**src/rtl/memory_game_pkg.sv**
```systemverilog
// Shared types and constants for the memory-game sequence checker.
package memory_game_pkg;

  // Depth of the sequence register file; indices are 4 bits wide.
  localparam int MAX_SEQ_DEPTH = 16;

  // Game controller states.
  typedef enum logic [2:0] {
    ST_IDLE     = 3'd0,
    ST_GEN      = 3'd1,
    ST_SHOW_ON  = 3'd2,
    ST_SHOW_OFF = 3'd3,
    ST_INPUT    = 3'd4,
    ST_WIN      = 3'd5,
    ST_LOSE     = 3'd6
  } state_e;

  // Larger of two integers, used to size the shared show/gap timer.
  function automatic int max_int(input int a, input int b);
    return (a > b) ? a : b;
  endfunction

endpackage

```
**src/rtl/sequence_playback_checker_seq_store.sv**
```systemverilog
// 16x4 sequence register file: one synchronous write port, one
// combinational read port. Contents are deliberately not reset.
module seq_store
  import memory_game_pkg::*;
(
  input  logic       clk_i,
  input  logic       we_i,
  input  logic [3:0] waddr_i,
  input  logic [3:0] wdata_i,
  input  logic [3:0] raddr_i,
  output logic [3:0] rdata_o
);

  logic [3:0] mem_q [MAX_SEQ_DEPTH];

  // Capture a new sequence digit when the controller appends one.
  always_ff @(posedge clk_i) begin
    if (we_i) begin
      mem_q[waddr_i] <= wdata_i;
    end
  end

  assign rdata_o = mem_q[raddr_i];

endmodule

```
**config.mk**
```make
export PLATFORM = sky130hd
export DESIGN_NAME = seq_store
export DESIGN_NICKNAME = d
export VERILOG_FILES = /design/src/rtl/memory_game_pkg.sv /design/src/rtl/sequence_playback_checker_seq_store.sv
export SDC_FILE = /design/constraint.sdc
export NUM_CORES = 1
export LEC_CHECK = 0
export CAP_MARGIN = 20
export CORE_MARGIN = 4
export CORE_UTILIZATION = 55
export CTS_CLUSTER_DIAMETER = 60
export DETAILED_ROUTE_END_ITERATION = 8
export PLACE_DENSITY_LB_ADDON = 0.12
export SLEW_MARGIN = 20
export SYNTH_ARGS = -nofsm -noshare
export SYNTH_HDL_FRONTEND = slang
export SYNTH_SLANG_ARGS = --single-unit
export TNS_END_PERCENT = 5
```
**constraint.sdc**
```tcl
create_clock -name clk_i -period 2.1 [get_ports clk_i]
set_input_delay 0.42 -clock clk_i [delete_from_list [all_inputs] [get_ports clk_i]]
set_output_delay 0.42 -clock clk_i [all_outputs]
set_load 0.02 [all_outputs]
```
Yosys cells after proc, flatten, opt, wreduce, memory -nomap -nowiden
Memories as Yosys holds them, arrays and structs flattened.
Index checks and enable logic that the tools add are counted.
{"block": "word_totals", "n_memories": 1, "regBits": 0, "ram_bits": 64, "elab_cells": 3, "input_bits": 14}
{"block": "classes", "muxes": 2}
{"name": "mem_q", "depth": 16, "width": 4, "read_ports": 1, "rd_ports_with_merged_regs": 0, "write_ports": 1, "line_no": "sequence_playback_checker_seq_store.sv:14", "source": "logic [3:0] mem_q [MAX_SEQ_DEPTH];"}
{"cell": "1-bit 2-to-1 mux", "count": 2}

Longest topological paths before layout
Gate-level depths: netlist (run 1).
{"block": "logic_depth", "depth_word": 2, "mapped_depth": 5}

Worst setup path after synthesis (run 1)
Ideal clock, no wire load.
{"block": "synth_timing", "kind": "input to output", "from": "input raddr_i[1]", "to": "output rdata_o[1]", "path_stages": 5, "arrival_ns": 1.497, "setup_slack_ns": 0.183, "path_buffers": 2, "required_ns": 1.680, "cell_sequence": "clkbuf_1 -> buf_2 -> mux4_2 -> a22oi_1 -> nand3_1"}
{"block": "synth_via", "elab_chain_len": 1}
{"element": "from (decl)", "line_no": "sequence_playback_checker_seq_store.sv:10", "source": "input logic [3:0] raddr_i,"}
{"element": "memory 16 x 4 bit"}
{"element": "to (decl)", "line_no": "sequence_playback_checker_seq_store.sv:11", "source": "output logic [3:0] rdata_o"}
No other way between the ends.

Final worst setup path (run 1)
{"block": "layout_timing", "from": "memory mem_q[3][3]", "to": "output rdata_o[3]"}
{"block": "layout_via", "elab_chain_len": 1}
{"element": "from (decl)", "line_no": "sequence_playback_checker_seq_store.sv:14"}
{"element": "memory 16 x 4 bit"}
No other way between the ends.

==> metrics.txt, run 1 <==
first-pass GRT wire length 7.40 mm; classification of the worst setup path register to output pin; IR drop worst, VDD 0.634 mV; Routed Antenna Nets 0; initial core utilization 58.2%; Switching Share 20.6%; part of the total power dissipated in the clock network 32.7%; Lkg Pwr 1.04 nW; area of the die 5860 um^2; number of distinct library cells after synthesis 16; overall global routing resource usage 17.3%; reported max-cap violation count 0; number of antenna violations at the first check in global routing 0; Boundary Pins 18; clock period minus worst slack 2.09 ns; arrival time at the worst endpoint 1.67 ns; status finished, final reports clean; Max transition margin 57.0%; DP HPWL 3.17 mm; CTS H-tree depth 3; cell taking the most area after synthesis sky130_fd_sc_hd__edfxtp_1; power density cells 793 nW/um^2; clk buf depth 2; largest registers mem_q: 64 flops; first-pass detailed-route iteration total 4; final number of hold-violating endpoints 0; TritonCTS Buffers 9; accumulated negative setup slack 0 ns; clock-pin slew on the worst setup and hold paths 0.06 ns; syn avg cell area 20.5 um^2; Least-Margin Pin Slew 0.643 ns; Net count, final 182; cell count after placement 208; GP Congestion 0.822; number of max-slew violations in the final report 0; clk sink count 64; Area contributors post-synth sky130_fd_sc_hd__edfxtp_1 74%, sky130_fd_sc_hd__mux4_1 14%, sky130_fd_sc_hd__nor2_1 1.9%; number of hold buffers added after CTS 0; number of failing setup endpoints in the final timing report 0; fraction of final layout cells sized beyond drive strength 1 35.1%; register with the most flip-flops mem_q; number of antenna cells inserted 0; register bit count reported by yosys 64; met3 Track Usage GR 5.67%; vias in the first global route 1389; Syn-to-layout area delta 20.2%; cell at the root of the clock tree sky130_fd_sc_hd__clkbuf_8; number of standard cells after synthesis 126; net switching component of the power 509 uW; Synth warnings 0; Non-Filler Instances 223; via count 1323; Internal Dissipation 1.96 mW; M1 GR Usage 23.1%; Critical Path RT 1.68 ns; final clock period utilization by the worst path 99.4%; Starting DRT DRC Count 135; Tightest Hold Check Type input pin to register; met2 Use GR 27.1%; FP Rows 24; Hold Worst Slack 1.00 ns; final routed DRC violation total 0; maximum fanout along the worst path 1; IO Port Bufs 17; die span in y 76.6 um; Max Clock Freq 0.479 GHz; placeable core region 4440 um^2; sequential share of power 58.4%; overall power after layout 2.47 mW; Avg Vias per Cell 5.93; RSZ-0062 raised after global routing yes; proportion of synthesized chip area in sequential cells 74.3%; CTS tree built; Remaining Overflow, GRT 0; sort of element at the start of the critical path register; DIE WIDTH 76.6 um; detailed-route wire length per cell 20.9 um; maximum number of pins on one net before global-route repair 17; core utilization of the finished layout 70.0%; total detailed-routing wirelength 4.65 mm; net count after synthesis 140; part of the power in combinational logic 8.9%; number of flip-flops under the largest register name 64; area share of the largest cell type after synthesis 74.3%; Post-Syn Area 2590 um^2; Most Crowded Layer GR met2; total of fill cells in the finished design 289; Setup crit end kind output pin
-- cells by family after synthesis --
group | count (synthesis) | synth area share (%)
AOI/OAI and AO/OA | 4 | 1.16
DFF | 64 | 74.3
and+or+nand+nor | 38 | 7.01
buffers and inverters | 4 | 1.55
muxes | 16 | 16.0
-- cells in the final DEF (no fill, tap or decap), drive strengths merged, types with 4 or more instances in the layout --
cell / count
clkdlybuf4s50: 10
nor2: 13
nor3: 4
clkbuf: 12
a22oi: 4
mux4: 16
buf: 22
nand3: 9
nand2: 5
edfxtp: 64
-- synthesized netlist by cell type --
master and n:
sky130_fd_sc_hd__a22oi_1 4, sky130_fd_sc_hd__buf_12 1, sky130_fd_sc_hd__buf_2 1, sky130_fd_sc_hd__buf_6 1
sky130_fd_sc_hd__clkbuf_1 1, sky130_fd_sc_hd__edfxtp_1 64, sky130_fd_sc_hd__mux4_1 14, sky130_fd_sc_hd__mux4_2 2
sky130_fd_sc_hd__nand2_1 5, sky130_fd_sc_hd__nand2b_1 2, sky130_fd_sc_hd__nand3_1 9, sky130_fd_sc_hd__nand3b_1 2
sky130_fd_sc_hd__nor2_1 13, sky130_fd_sc_hd__nor2b_1 2, sky130_fd_sc_hd__nor3_1 4, sky130_fd_sc_hd__or3b_2 1
-- layout make-up --
| class | instances | area (um^2) | area share [%] |
|---|---|---|---|
| Sequential cell | 64 | 1920 | 61.8 |
| Multi-Input combinational cell | 58 | 617 | 19.8 |
| Timing Repair Buffer | 35 | 362 | 11.6 |
| Clock buffer | 12 | 135 | 4.35 |
| Tap cell | 52 | 65.1 | 2.09 |
| Clock inverter | 2 | 8.76 | 0.282 |
-- critical path, cell delays in order, from the launching register on --
cell                       delay (ns)
sky130_fd_sc_hd__edfxtp_1        0.37
sky130_fd_sc_hd__mux4_2          0.49
sky130_fd_sc_hd__a22oi_2         0.21
sky130_fd_sc_hd__nand3_1         0.12
sky130_fd_sc_hd__buf_6           0.15
-- power groups by stage --
stage / combinational (mW) / sequential [mW] / clock (mW)
2_1_floorplan: 0.0921 / 1.46 / 0
3_3_place_gp: 0.188 / 1.46 / 0
3_5_place_dp: 0.190 / 1.47 / 0
4_1_cts: 0.219 / 1.44 / 0.825
5_1_grt: 0.233 / 1.44 / 0.884
6_report: 0.218 / 1.44 / 0.807
-- layer usage --
layer / wire, um / up-vias
li1: - / 599
met1: 2070 / 665
met2: 2210 / 49
met3: 278 / 10
met4: 95 / 0
met5: 0 / -
-- worst paths after layout --
check              startpoint            to  slack (ns)  cells past startpoint
setup / recovery  mem_q[3][3]    rdata_o[3]        0.01                      4
hold / removal     waddr_i[2]  mem_q[15][0]        1.00                      3
-- through the flow --
stage	cell area, um^2	setup WS, ns
after floorplan	2590	0.183
after global placement	2920	-0.888
after detailed placement	2920	-0.912
after CTS	3100	-0.00864
after global routing	3110	-0.0534
final	3110	0.0117
-- repair_timing --
item,in CTS,in global routing
setup buffers,0,0
pin swaps,7,1
endpoints found under the hold margin,0,0
endpoints found under the setup margin,4,4
cloned,1,0
resized for setup,58,2
No activity file was read; power rests on OpenSTA's default activity.
==> run 2, diff against run 1 <==
Settings changed: CORE_ASPECT_RATIO set to 1.4, HOLD_SLACK_MARGIN set to 0.15.
==> metrics.txt, run 2 (synthesis gave the netlist of run 1 again) <==
overall power after layout 2.43 mW (-1.6%); arrival time at the worst endpoint 1.64 ns (-0.03 ns); Critical Path RT 1.68 ns (about the same); register with the most flip-flops mem_q; Switching Share 20.1% (-0.50 points); accumulated negative setup slack 0 ns (unchanged); maximum number of pins on one net before global-route repair 17 (unchanged); Remaining Overflow, GRT 0 (unchanged); IR drop worst, VDD 0.564 mV (-11%); number of antenna violations at the first check in global routing 0 (unchanged); leading cell types in the layout, fill and taps excluded 64 x sky130_fd_sc_hd__edfxtp_1, 13 x sky130_fd_sc_hd__mux4_2, 13 x sky130_fd_sc_hd__nor2_1; DP HPWL 2.89 mm (-8.9%); number of max-slew violations in the final report 0 (unchanged); DP Area 2910 um^2 (-0.43%); via count 1299 (-1.8%); placeable core region 4540 um^2 (+2.1%); M1 GR Usage 24.2% (+1.1 points); maximum fanout along the worst path 1 (unchanged); clock-pin slew on the worst setup and hold paths 0.06 ns (about the same); number of hold buffers added after CTS 0 (unchanged); TritonCTS Buffers 9 (unchanged); total of fill cells in the finished design 332 (+15%); part of the power in combinational logic 8.9% (about the same); Net count, final 180 (-1.1%); area of the die 5880 um^2 (+0.27%); number of failing setup endpoints in the final timing report 0 (unchanged); sort of element at the start of the critical path register; Internal Dissipation 1.94 mW (-0.99%); classification of the worst setup path register to output pin; clock period minus worst slack 2.06 ns (-0.0247 ns); met2 Use GR 27.6% (+0.49 points); status finished, final reports clean; first-pass GRT wire length 7.38 mm (-0.27%); reported max-cap violation count 0 (unchanged); Boundary Pins 18 (unchanged); Lkg Pwr 1.03 nW (-1.5%); FP Rows 29 (+21%); met3 Track Usage GR 5.91% (+0.24 points); net switching component of the power 488 uW (-4.0%); IO Port Bufs 17 (unchanged); Least-Margin Pin Slew 0.578 ns (-0.0650 ns); number of antenna cells inserted 0 (unchanged); CTS H-tree depth 3 (unchanged); Max Clock Freq 0.485 GHz (+1.2%); Tightest Hold Check Type input pin to register; power density cells 779 nW/um^2 (-1.8%); total detailed-routing wirelength 4.55 mm (-2.3%); cell depth of the worst min-delay path 3 (unchanged); Syn-to-layout area delta 20.4%; min setup slack post-route 0.0365 ns (+0.0247 ns); CTS tree built; die span in y 89.1 um (+16%); Max transition margin 61.3% (+4.3 points); Hold Worst Slack 1.00 ns (-0.000859 ns); Setup crit end kind output pin; Non-Filler Cell Area, Final 3110 um^2 (+0.16%); number of flip-flops under the largest register name 64 (unchanged); part of the total power dissipated in the clock network 31.8% (-0.9 points); cell at the root of the clock tree sky130_fd_sc_hd__clkbuf_8; final clock period utilization by the worst path 98.3% (-1.2 points); detailed-route wire length per cell 19.8 um (-5.2%); clk sink count 64 (unchanged); initial core utilization 57.0% (-1.2 points); RSZ-0062 raised after global routing yes; largest registers mem_q: 64 flops; sequential share of power 59.3% (+0.9 points); Most Crowded Layer GR met2; final routed DRC violation total 0 (unchanged); fraction of final layout cells sized beyond drive strength 1 29.8% (-5.3 points); overall global routing resource usage 18.2% (+0.87 points); DIE WIDTH 66.0 um (-14%); DP Worst Slack -0.879 ns (+0.0325 ns); footprint of the multi-input gates 606 um^2 (-1.8%); most frequent standard cell in the layout excluding fill and tap cells sky130_fd_sc_hd__edfxtp_1; clk buf depth 2 (unchanged); FF/Latch Area 1920 um^2 (unchanged); Avg Vias per Cell 5.65 (-4.8%); final number of hold-violating endpoints 0 (unchanged); GP Congestion 0.745 (-9.3%); vias in the first global route 1370 (-1.4%); Routed Antenna Nets 0 (unchanged); Starting DRT DRC Count 67 (-50%); first-pass detailed-route iteration total 4 (unchanged)
run 2: cell types whose count changed in the layout (fill, tap and decap cells not counted), moves of 2 or more:
| cell | delta |
|---|---|
| sky130_fd_sc_hd__buf_12 | +2 |
| sky130_fd_sc_hd__buf_6 | -5 |
| sky130_fd_sc_hd__clkbuf_1 | -3 |
| sky130_fd_sc_hd__clkinv_1 | +3 |
| sky130_fd_sc_hd__mux4_1 | +3 |
| sky130_fd_sc_hd__mux4_2 | -3 |
| sky130_fd_sc_hd__nand3_1 | +3 |
| sky130_fd_sc_hd__nand3_2 | -3 |
run 2: final timing paths:
| path | from | endpoint | slack [ns] |
|---|---|---|---|
| worst max-delay path | mem_q[3][3] | rdata_o[3] | 0.04 |
| worst min-delay path | waddr_i[2] | mem_q[15][3] | 1.0 |
run 2: worst max-delay path: stages, from the launching register on:
cell and delay (ns):
sky130_fd_sc_hd__edfxtp_1 0.37, sky130_fd_sc_hd__mux4_2 0.51, sky130_fd_sc_hd__a22oi_2 0.21, sky130_fd_sc_hd__nand3_1 0.08, sky130_fd_sc_hd__buf_2 0.16
run 2: routing by layer:
metal | routed length, um | part of all wire [%]
met1 | 1940 | 43
met5 | 0 | 0
met3 | 195 | 4.3
met4 | 113 | 2.5
met2 | 2290 | 50
run 2: area by class of cell:
type	instances	share of cell area (%)
clock buffer	9	3.98
clock inverter	4	0.482
multi-input combinational	58	19.4
sequential	64	61.7
tap	62	2.49
timing repair buffer	33	11.9
run 2: repair_timing:
action,4_1_cts,5_1_grt
cloned,2,0
pin swaps,1,6
resized for setup,35,12
setup buffers,2,0
setup endpoints to repair,4,4
run 2: metrics by stage:
stage / util, % / instances
floorplan: - / 126
global placement: 64.1 / 213
detailed placement: 64.1 / 213
CTS: 68.0 / 230
global route: 68.7 / 230
finish: 68.7 / 230
run 2: power by group through the flow:
stage / Combinational, mW / Sequential [mW] / Clock [mW]
4_1_cts: 0.203 / 1.44 / 0.783
6_report: 0.215 / 1.44 / 0.771
3_5_place_dp: 0.186 / 1.46 / 0
5_1_grt: 0.231 / 1.44 / 0.858
2_1_floorplan: 0.0921 / 1.46 / 0
3_3_place_gp: 0.183 / 1.46 / 0
==> run 3, diff against run 2 <==
Settings changed: GPL_TIMING_DRIVEN set to 0.
==> metrics.txt, run 3 (synthesis gave the netlist of run 1 again) <==
status finished, final reports clean; met3 Track Usage GR 2.77% (-3.1 points); Max transition margin 56.8% (-4.5 points); final clock period utilization by the worst path 99.7% (+1.4 points); TritonCTS Buffers 9 (unchanged); overall power after layout 2.38 mW (-1.8%); number of buffers inserted by post-CTS setup repair 0 (-2); fraction of final layout cells sized beyond drive strength 1 20.1% (-9.6 points); Routed Antenna Nets 0 (unchanged); CTS tree built; met2 Use GR 28.0% (+0.46 points); Lkg Pwr 0.956 nW (-7.1%); number of failing setup endpoints in the final timing report 0 (unchanged); classification of the worst setup path register to output pin; most frequent standard cell in the layout excluding fill and tap cells sky130_fd_sc_hd__edfxtp_1; Tightest Hold Check Type input pin to register; clock-pin slew on the worst setup and hold paths 0.06 ns (about the same); number of antenna cells inserted 0 (unchanged); final number of hold-violating endpoints 0 (unchanged); first-pass detailed-route iteration total 4 (unchanged); clk sink count 64 (unchanged); RSZ-0062 raised after global routing yes; launching element of the worst setup path mem_q[2][0]; DP HPWL 2.93 mm (+1.4%); sort of element at the start of the critical path register; maximum number of pins on one net before global-route repair 17 (unchanged); number of hold buffers added after CTS 0 (unchanged); Syn-to-layout area delta 14.2%; IR drop worst, VDD 0.631 mV (+12%); overall global routing resource usage 17.2% (-1.0 points); IO Port Bufs 15 (-2); largest registers mem_q: 64 flops; Starting DRT DRC Count 58 (-13%); area of the die 5880 um^2 (unchanged); register with the most flip-flops mem_q; CTS H-tree depth 3 (unchanged); reported max-cap violation count 0 (unchanged); Least-Margin Pin Slew 0.643 ns (+0.0647 ns); via count 1268 (-2.4%); Hold Worst Slack 1.03 ns (+0.0312 ns); DIE WIDTH 66.0 um (unchanged); total detailed-routing wirelength 4.32 mm (-5.0%); M1 GR Usage 20.6% (-3.6 points); beginning of the worst hold path waddr_i[0]; detailed-route wire length per cell 20.0 um (+1.2%); cell at the root of the clock tree sky130_fd_sc_hd__clkbuf_8; maximum fanout along the worst path 1 (unchanged); Setup crit end kind output pin; Boundary Pins 18 (unchanged); arrival time at the worst endpoint 1.67 ns (+0.03 ns); number of flip-flops under the largest register name 64 (unchanged); power density cells 806 nW/um^2 (+3.5%); Avg Vias per Cell 5.87 (+3.9%); Net count, final 166 (-7.8%); clock period minus worst slack 2.09 ns (+0.0299 ns); first-pass GRT wire length 6.79 mm (-8.0%); number of max-slew violations in the final report 0 (unchanged); initial core utilization 57.0% (unchanged); placeable core region 4540 um^2 (unchanged); Remaining Overflow, GRT 0 (unchanged); GP Congestion 0.707 (-5.1%); Most Crowded Layer GR met2; Critical Path RT 1.68 ns (about the same); die span in y 89.1 um (unchanged); clk buf depth 2 (unchanged); vias in the first global route 1327 (-3.1%); final routed DRC violation total 0 (unchanged); leading cell types in the layout, fill and taps excluded 64 x sky130_fd_sc_hd__edfxtp_1, 12 x sky130_fd_sc_hd__nor2_1, 10 x sky130_fd_sc_hd__mux4_1, 10 x sky130_fd_sc_hd__clkdlybuf4s50_1; number of antenna violations at the first check in global routing 0 (unchanged); FP Rows 29 (unchanged); Max Clock Freq 0.478 GHz (-1.4%)
-- run 3: cell count changes in the layout (fill, tap and decap cells not counted), sizes merged --
cell           change
clkdlybuf4s50      -1
buf               -13
clkdlybuf4s15      -1
bufbuf             -1
dlygate4sd2        +1
clkbuf             +1
-- run 3: path summary, 6_finish.rpt --
kind | end | slack, ns | cells after the start
worst max-delay path | rdata_o[0] | 0.007 | 4
worst min-delay path | mem_q[8][2] | 1.03 | 2
-- run 3: what timing repair did --
item / in CTS / in global routing
setup endpoints to repair: 4 / 4
gates resized for setup: 31 / 0
pin swaps: 3 / 0
-- run 3: where the power goes --
group          switching [mW]  leakage (nW)  total, mW  internal, mW
sequential            0.00541         0.578       1.44          1.43
clock                   0.376        0.0710      0.766         0.390
combinational          0.0970         0.307      0.176        0.0790
-- run 3: worst max-delay path, cell delays in order (launching register included) --
cell and delay, ns:
sky130_fd_sc_hd__edfxtp_1 0.36, sky130_fd_sc_hd__mux4_2 0.50, sky130_fd_sc_hd__a22oi_2 0.21, sky130_fd_sc_hd__nand3_1 0.10
sky130_fd_sc_hd__buf_2 0.16
-- run 3: per-layer routing --
metal | share of wire (%) | vias up | wire length (um)
li1 | - | 579 | -
met1 | 40 | 639 | 1720
met2 | 54 | 37 | 2330
met3 | 3.6 | 13 | 155
met4 | 2.8 | 0 | 119
met5 | 0 | - | 0
-- run 3: final cells by class --
class | instances | area, um^2
clock inverters | 4 | 15.0
repair buffers | 15 | 129
fillers | 326 | 1580
clock buffers | 9 | 124
multi-input cells | 58 | 642
well taps | 62 | 77.6
plain buffers | 4 | 43.8
flip-flops and latches | 64 | 1920
-- run 3: stage by stage --
step	area, um^2	setup slack (ns)	cells	utilization [%]	TNS [ns]
4_1_cts	2950	-0.0295	216	65.1	-0.0295
5_1_grt	2950	-0.0538	216	65.1	-0.149
6_report	2950	0.00659	216	65.1	0
3_3_place_gp	2810	-0.497	203	62.0	-2.53
2_1_floorplan	2590	0.183	126	-	0
3_5_place_dp	2810	-0.624	203	62.0	-2.91
